**src/rtl/register_file_access_ctrl.sv**
```systemverilog
// register_file_access_ctrl: valid/ready front end driving a DEPTH x WIDTH bank of register cells.
// Optional RFC_ADDR_CHECK_EN reports out-of-range addresses on rsp_err.
module register_file_access_ctrl #(
  parameter int DEPTH  = 8,
  parameter int WIDTH  = 8,
  parameter int ADDR_W = $clog2(DEPTH) + 1
) (
  input  logic              clk,
  input  logic              rst,
  input  logic              req_valid,
  output logic              req_ready,
  input  logic              req_write,
  input  logic [ADDR_W-1:0] req_addr,
  input  logic [WIDTH-1:0]  req_wdata,
  output logic              rsp_valid,
  input  logic              rsp_ready,
  output logic [WIDTH-1:0]  rsp_rdata,
  output logic              rsp_err,
  output logic [DEPTH-1:0]  cell_wen,
  output logic [WIDTH-1:0]  cell_din,
  output logic [DEPTH-1:0]  cell_ren,
  input  logic [WIDTH-1:0]  cell_rbus
);
  typedef enum logic [1:0] {IDLE, WRITE, READ, RESP} state_t;
  state_t state_q, state_d;
  logic [ADDR_W-1:0] addr_q, addr_d;
  logic [WIDTH-1:0] din_q, din_d, rdata_q, rdata_d;
  logic err_q, err_d, err_chk, in_range;
  logic [DEPTH-1:0] sel;
  // Per-row address match; an out-of-range address simply matches no row.
  always_comb begin
    sel = '0;
    for (int i = 0; i < DEPTH; i++) sel[i] = addr_q == ADDR_W'(i);
  end
  assign in_range = |sel;
`ifdef RFC_ADDR_CHECK_EN
  assign err_chk = ~in_range;
`else
  assign err_chk = 1'b0;
`endif
  always_comb begin
    state_d = state_q;
    addr_d  = addr_q;
    din_d   = din_q;
    rdata_d = rdata_q;
    err_d   = err_q;
    case (state_q)
      IDLE: if (req_valid) begin
        addr_d  = req_addr;
        din_d   = req_write ? req_wdata : din_q;
        state_d = req_write ? WRITE : READ;
      end
      WRITE: begin
        rdata_d = '0;
        err_d   = err_chk;
        state_d = RESP;
      end
      READ: begin
        rdata_d = in_range ? cell_rbus : '0;
        err_d   = err_chk;
        state_d = RESP;
      end
      default: state_d = rsp_ready ? IDLE : RESP;
    endcase
  end
  always_ff @(posedge clk) begin
    if (rst) begin
      state_q <= IDLE;
      addr_q  <= '0;
      din_q   <= '0;
      rdata_q <= '0;
      err_q   <= 1'b0;
    end else begin
      state_q <= state_d;
      addr_q  <= addr_d;
      din_q   <= din_d;
      rdata_q <= rdata_d;
      err_q   <= err_d;
    end
  end
  assign req_ready = state_q == IDLE;
  assign rsp_valid = state_q == RESP;
  assign rsp_rdata = rdata_q;
  assign rsp_err   = err_q;
  assign cell_wen  = state_q == WRITE ? sel : '0;
  assign cell_ren  = state_q == READ ? sel : '0;
  assign cell_din  = din_q;
endmodule
```
**config.mk**
```make
export PLATFORM = sky130hd
export DESIGN_NAME = register_file_access_ctrl
export DESIGN_NICKNAME = d
export VERILOG_FILES = /design/src/rtl/register_file_access_ctrl.sv
export SDC_FILE = /design/constraint.sdc
export NUM_CORES = 1
export LEC_CHECK = 0
export BUFFER_PORTS_ARGS = -buffer_cell sky130_fd_sc_hd__buf_2
export CORE_MARGIN = 2
export CORE_UTILIZATION = 39
export CTS_CLUSTER_SIZE = 28
export DETAILED_ROUTE_END_ITERATION = 12
export PLACE_DENSITY = 0.77
export SLEW_MARGIN = 20
export SYNTH_ARGS = -nofsm -noshare
export SYNTH_HDL_FRONTEND = slang
export SYNTH_SLANG_ARGS = --single-unit
export TNS_END_PERCENT = 30
```
**constraint.sdc**
```tcl
create_clock -name clk -period 1.4 [get_ports clk]
set_input_delay 0.07 -clock clk [delete_from_list [all_inputs] [get_ports clk]]
set_output_delay 0.07 -clock clk [all_outputs]
set_load 0.02 [all_outputs]
```
==> flow_metrics.py, run 1 <==
metrics = {
    "outcome": {
        "status": "finished with violations",
        "violations": "setup timing",
    },
    "die": {
        "die_x_um": 56.5,
        "floorplan.initialDensity": 0.400,
        "design.core.area_um2": 2690,
        "die_h_um": 56.5,
        "die-area_um2": 3190,
        "std_cell_rows": 19,
        "io_pins": 60,
    },
    "synth": {
        "yosysMostFrequentCell": "dfxtp_1",
        "netlist.area_leader.share": 0.410,
        "synth_top_family_by_area": "simple AND/OR/NAND/NOR gates",
        "synth_seq_cells": 22,
        "synth_compound_area_frac": 0.0850,
        "synthAdderAreaFrac": 0.0582,
        "yosys.area.top_type": "dfxtp_1",
        "synth_top_flop_cell": "dfxtp_1",
        "synthDistinctLibCells": 26,
        "synth_edf_count": 0,
        "synth_area_leaders": "dfxtp_1 (41%), mux2i_1 (7.5%), nand2b_1 (7.0%)",
        "yosys.area_share.xor_xnor": 0,
        "synth_async_sr_flop_share": 0,
        "synth_area_per_cell_um2": 8.33,
        "synthMuxAreaShare": 0.0745,
        "synthCells": 129,
        "synth-simple-area-share": 0.304,
        "yosys_warnings": 0,
        "ys_seq_area_frac": 0.410,
        "synth_common_cells": "dfxtp_1 (22), nor2_1 (18), a21oi_1 (13), nand3_1 (13), nand2b_1 (12)",
        "syn_nets": 159,
        "synth.cell_area_um2": 1070,
    },
    "worst_setup_path": {
        "cp_top_family": "simple AND/OR/NAND/NOR gates",
        "cp-end-kind": "output pin",
        "cp.buffers_inverters": 1,
        "cp_max_fo": 4,
        "slowest_delay_ns": 0.41,
        "critPathArrivalTime_ns": 1.51,
        "slowest_stage": "dfxtp_4",
        "critPathLaunchType": "flip-flop",
        "reg2reg_depth": 6,
        "worstPathRequired_ns": 1.33,
        "worstSetupPathDepth": 4,
        "crit_type": "flip-flop to output pin",
        "crit_chain": "ha_4 > or3b_4 > nor3_2 > buf_4",
    },
    "power": {
        "power_frac_comb": 0.516,
        "p_per_area_nw_per_um2": 1630,
        "ir_worst_vdd_v": 0.000923,
        "p_int_mw": 1.70,
        "p_sw_mw": 1.08,
        "sequentialPowerShare": 0.304,
        "p_leak_nw": 0.825,
        "clkPwrFrac": 0.180,
        "netSwitchingFraction": 0.388,
    },
    "clocking": {
        "cts_root_buf": "clkbuf_4",
        "htreeDepth": 1,
        "clockBufferDepth": 2,
        "cts_tree": "yes",
        "clock_latency_ns": 0.31,
        "numCtsBuffers": 3,
        "clock-sinks": 22,
        "clk_pin_slew_worst_paths_ns": 0.14,
    },
    "global_routing": {
        "overflow": 0,
        "antenna_found_initial": 0,
        "grt_pass1_vias": 1051,
        "grt_pass1_wl_mm": 4.65,
        "grt_max_degree": 23,
        "grt_util_all_layers": 0.185,
    },
    "hold_path": {
        "worst_hold_path_type": "input pin to flip-flop",
        "worstHoldPathCells": 3,
    },
    "cells_and_area": {
        "drive_gt1_frac": 0.417,
        "syn_to_final_growth_pct": 59.0,
        "nFillCells": 243,
        "diodes": 0,
        "layout.nets": 235,
        "fin_cells": 235,
    },
    "detailed_routing": {
        "ant_nets": 0,
        "avgRoutedWirePerCell_um": 12.5,
        "post-route-drc-count": 0,
        "first_pass_iters": 4,
        "totalWireLength_mm": 2.94,
        "drt_iter0_drc": 29,
        "via_per_inst": 4.78,
        "via_count": 1123,
    },
    "timing": {
        "fin_crit_sh": 1.13,
        "grt_setup_unrepaired": "yes",
        "min_period_ns": 1.58,
        "setup_viol": 16,
        "finalMaxSlewViolations": 0,
        "fmax_mhz": 632,
        "fin_skew_ns": 0.00556,
        "finalWorstSetupSlack_ns": -0.183,
        "hold_violations": 0,
    },
    "place": {
        "numPortBuffers": 58,
        "dpl.hpwl_mm": 1.80,
        "gp_congestion": 0.784,
        "dp_slack_ns": 0.0506,
        "dp_cells": 212,
    },
    "run": {
        "max_cap_violations": 0,
    },
}
## metrics by stage
stage               setup TNS, ns  power [mW]  utilization  hold slack [ns]  cell area, um2
floorplan                       0        1.71            -            0.139            1080
global placement                0        1.98        0.511            0.299            1370
detailed placement              0        1.99        0.511            0.314            1370
CTS                         -1.95        2.66        0.618          0.00147            1660
global route                -2.80        2.95        0.636          0.00678            1710
finish                      -1.56        2.78        0.636          0.00184            1710
## power groups by stage
stage                     clock network (mW)  registers [mW]  logic [mW]
after floorplan                            0           0.873       0.841
after global placement                     0           0.829        1.15
after detailed placement                   0           0.831        1.15
after CTS                              0.507           0.836        1.32
after global routing                   0.522           0.857        1.57
final                                  0.500           0.844        1.43
## layout by cell type, fill, tap and decap left out, drive strengths merged, types with 2 or more instances in the layout
master / netlist / final
dfxtp: 22 / 22
mux2i: 8 / 8
o21ai: 2 / 2
nand2b: 12 / 12
nor2: 18 / 18
buf: 7 / 65
a21oi: 13 / 13
inv: 3 / 3
clkbuf: 2 / 3
dlygate4sd3: 0 / 15
nor2b: 3 / 3
nand2: 8 / 8
nand3: 14 / 14
nor3: 6 / 6
ha: 5 / 5
## layout make-up
type / count / area (um2) / area share
Sequential cell: 22 / 445 / 0.261
Inverter: 3 / 11.3 / 0.00659
Multi-Input combinational cell: 95 / 632 / 0.370
Tap cell: 31 / 38.8 / 0.0227
Clock inverter: 1 / 30.0 / 0.0176
Timing Repair Buffer: 80 / 529 / 0.310
Clock buffer: 3 / 22.5 / 0.0132
## layer usage
metal / vias up / wire length (um) / track usage / part of all wire
li1: 581 / - / - / -
met1: 502 / 1160 / 0.203 / 0.39
met2: 38 / 1610 / 0.352 / 0.55
met3: 2 / 155 / 0.0300 / 0.053
met4: 0 / 12 / 0.0612 / 0.0041
met5: - / 0 / 0 / 0
## worst reg2reg max path, stage by stage (launching register included)
cell	delay [ns]
dfxtp_2	0.36
inv_2	0.05
buf_4	0.13
ha_2	0.34
buf_6	0.15
nand3_1	0.08
a21oi_1	0.14
## flip-flops by register name (all words and copies together), names as in the netlist
name       cells
state_q        2
addr_q         4
rsp_rdata      8
cell_din       8
## kinds of logic (layout without fill, tap and decap cells)
kind of cell,Yosys count,count (layout)
and+or+nand+nor,64,64
buffers and inverters,12,87
other,1,1
adders and majority gates,5,5
muxes,8,8
AOI/OAI and AO/OA,17,17
DFF,22,22
## timing repair
item	in CTS	in global routing
hold endpoints to repair	15	0
endpoints found under the setup margin	16	34
pin swaps	3	2
hold buffers	15	0
setup buffers	4	0
resized for setup	20	12
## final timing paths
kind | slack (ns) | from | end
setup / recovery | -0.18 | state_q[0] | cell_wen[0]
hold / removal | 0.002 | cell_rbus[1] | rsp_rdata[1]
setup reg to reg | 0.09 | state_q[1] | rsp_rdata[5]
hold reg to reg | 0.47 | rsp_rdata[6] | rsp_rdata[6]
Note: power is estimated with default switching activity, not from simulation.
==> run 2: changes to the inputs <==
Settings changed: CELL_PAD_IN_SITES_DETAIL_PLACEMENT from default to 1, CELL_PAD_IN_SITES_GLOBAL_PLACEMENT from default to 1, CORE_UTILIZATION 39 to 27, PLACE_DENSITY 0.77 to 0.76.
==> run 2 against run 1 <==
Clock power increased by 20%. Maximum frequency increased by 2.9%. Power increased by 5.3%. Sequential power about the same. Largest cell class unchanged. The run still ends with setup timing left. Core utilization decreased by 20 points. First-iteration DRC count decreased by 24%. Combinational power increased by 4%. Sequential cell count unchanged. Largest power group unchanged.
==> flow_metrics.py, run 2 (synthesis gave the netlist of run 1 again) <==
metrics = {
    "global_routing": {
        "grt_pass1_wl_mm": 4.88,
        "antenna_found_initial": 0,
        "grt_pass1_vias": 1046,
        "grt_max_degree": 23,
        "grt_util_all_layers": 0.145,
        "overflow": 0,
    },
    "die": {
        "die_h_um": 67.1,
        "design.core.area_um2": 3740,
        "floorplan.initialDensity": 0.287,
        "io_pins": 60,
        "std_cell_rows": 22,
        "die-area_um2": 4500,
        "die_x_um": 67.1,
    },
    "clocking": {
        "cts_tree": "yes",
        "htreeDepth": 1,
        "cts_root_buf": "clkbuf_8",
        "clockBufferDepth": 2,
        "clk_pin_slew_worst_paths_ns": 0.08,
        "clock-sinks": 22,
        "clock_latency_ns": 0.27,
        "holdBufCountCts": 0,
        "numCtsBuffers": 3,
    },
    "cells_and_area": {
        "nFillCells": 489,
        "layout.nets": 222,
        "final_cell_mix": "buf_2 (46), buf_4 (20), nor2_1 (18)",
        "drive_gt1_frac": 0.492,
        "diodes": 0,
        "design_area_um2": 1620,
        "layout_commonest_cell": "buf_2",
        "syn_to_final_growth_pct": 50.8,
        "post-route-util": 0.433,
        "fin_cells": 239,
    },
    "worst_setup_path": {
        "crit_start": "state_q[1]",
        "critPathArrivalTime_ns": 1.47,
        "rrSetupSlack_ns": 0.04,
        "worstPathRequired_ns": 1.33,
        "rr_startpoint": "state_q[1]",
        "cp_max_fo": 4,
        "reg2reg_depth": 5,
        "r2r_end": "state_q[1]",
        "cp-end-kind": "output pin",
        "crit_type": "flip-flop to output pin",
        "critPathLaunchType": "flip-flop",
    },
    "power": {
        "ir_worst_vdd_v": 0.000588,
        "p_leak_nw": 0.764,
        "power_mw": 2.92,
        "p_per_area_nw_per_um2": 1810,
    },
    "timing": {
        "timing.setup.tns_ns": -0.688,
        "min_period_ns": 1.54,
        "setup_viol": 9,
        "grt_setup_unrepaired": "yes",
        "timing.hold.ws_ns": 0.0318,
        "finalMaxSlewViolations": 0,
        "fin_skew_ns": 0.00211,
        "hold_violations": 0,
        "fin_crit_sh": 1.10,
        "fmax_mhz": 650,
        "finalWorstSetupSlack_ns": -0.139,
    },
    "detailed_routing": {
        "drt_iter0_drc": 22,
        "ant_nets": 0,
        "via_count": 1093,
        "totalWireLength_mm": 3.09,
        "first_pass_iters": 4,
        "post-route-drc-count": 0,
        "avgRoutedWirePerCell_um": 12.9,
        "via_per_inst": 4.57,
    },
    "outcome": {
        "status": "finished with violations",
        "violations": "setup timing",
    },
    "place": {
        "placed_cell_area_um2": 1410,
        "dp_slack_ns": 0.0430,
        "dp_cells": 231,
        "numPortBuffers": 58,
        "dpl.hpwl_mm": 2.19,
        "gp_congestion": 0.705,
    },
    "hold_path": {
        "hold_path_end": "cell_din[7]",
        "worst_hold_path_type": "input pin to flip-flop",
        "hp-start": "req_wdata[7]",
        "worstHoldPathCells": 3,
    },
    "run": {
        "max_cap_violations": 0,
    },
}
[run 2: cell types whose count changed in the layout (fill, tap and decap cells not counted), moves of 2 or more]
cell           change
dfxtp_2            +4
dfxtp_1            -3
clkbuf_8           +3
dlygate4sd3_1     -15
clkbuf_4           -3
nand2_2            +2
[run 2: final cells by class]
cell class | instances | area (um2) | share of cell area
clock inverter | 1 | 30.0 | 0.0185
tap | 48 | 60.1 | 0.0371
inverter | 3 | 11.3 | 0.00695
clock buffer | 3 | 41.3 | 0.0255
sequential | 22 | 447 | 0.276
timing repair buffer | 67 | 392 | 0.242
multi-input combinational | 95 | 639 | 0.395
[run 2: metal layers]
layer	vias up	global-route usage	share of wire
li1	550	-	-
met1	491	0.173	0.42
met2	48	0.235	0.46
met3	4	0.0507	0.10
met4	0	0.0612	0.017
met5	-	0	0
[run 2: worst max-delay path, stage by stage (launching register included)]
cell     delay (ns)
dfxtp_2        0.34
inv_2          0.07
ha_4           0.12
or3b_4         0.40
nor3_2         0.11
buf_4          0.16
[run 2: worst max path at each step]
stage	depth (start not counted)	to	slack, ns
6_report	5	cell_wen[0]	-0.14
5_1_grt	6	cell_ren[4]	-0.21
4_1_cts	5	cell_wen[0]	-0.18
3_5_place_dp	5	cell_wen[0]	0.04
3_3_place_gp	5	cell_wen[0]	0.09
2_1_floorplan	4	cell_ren[0]	0.04
[run 2: timing repair]
action | 4_1_cts | 5_1_grt
setup buffers | 3 | 1
setup endpoints to repair | 16 | 37
gates resized for setup | 16 | 20
pin swaps | 2 | 4
[run 2: where the power goes]
group	leakage (nW)	total, mW	internal (mW)	switching, mW
clock network	0.0357	0.598	0.382	0.215
logic	0.547	1.49	0.689	0.796
registers	0.181	0.841	0.737	0.104
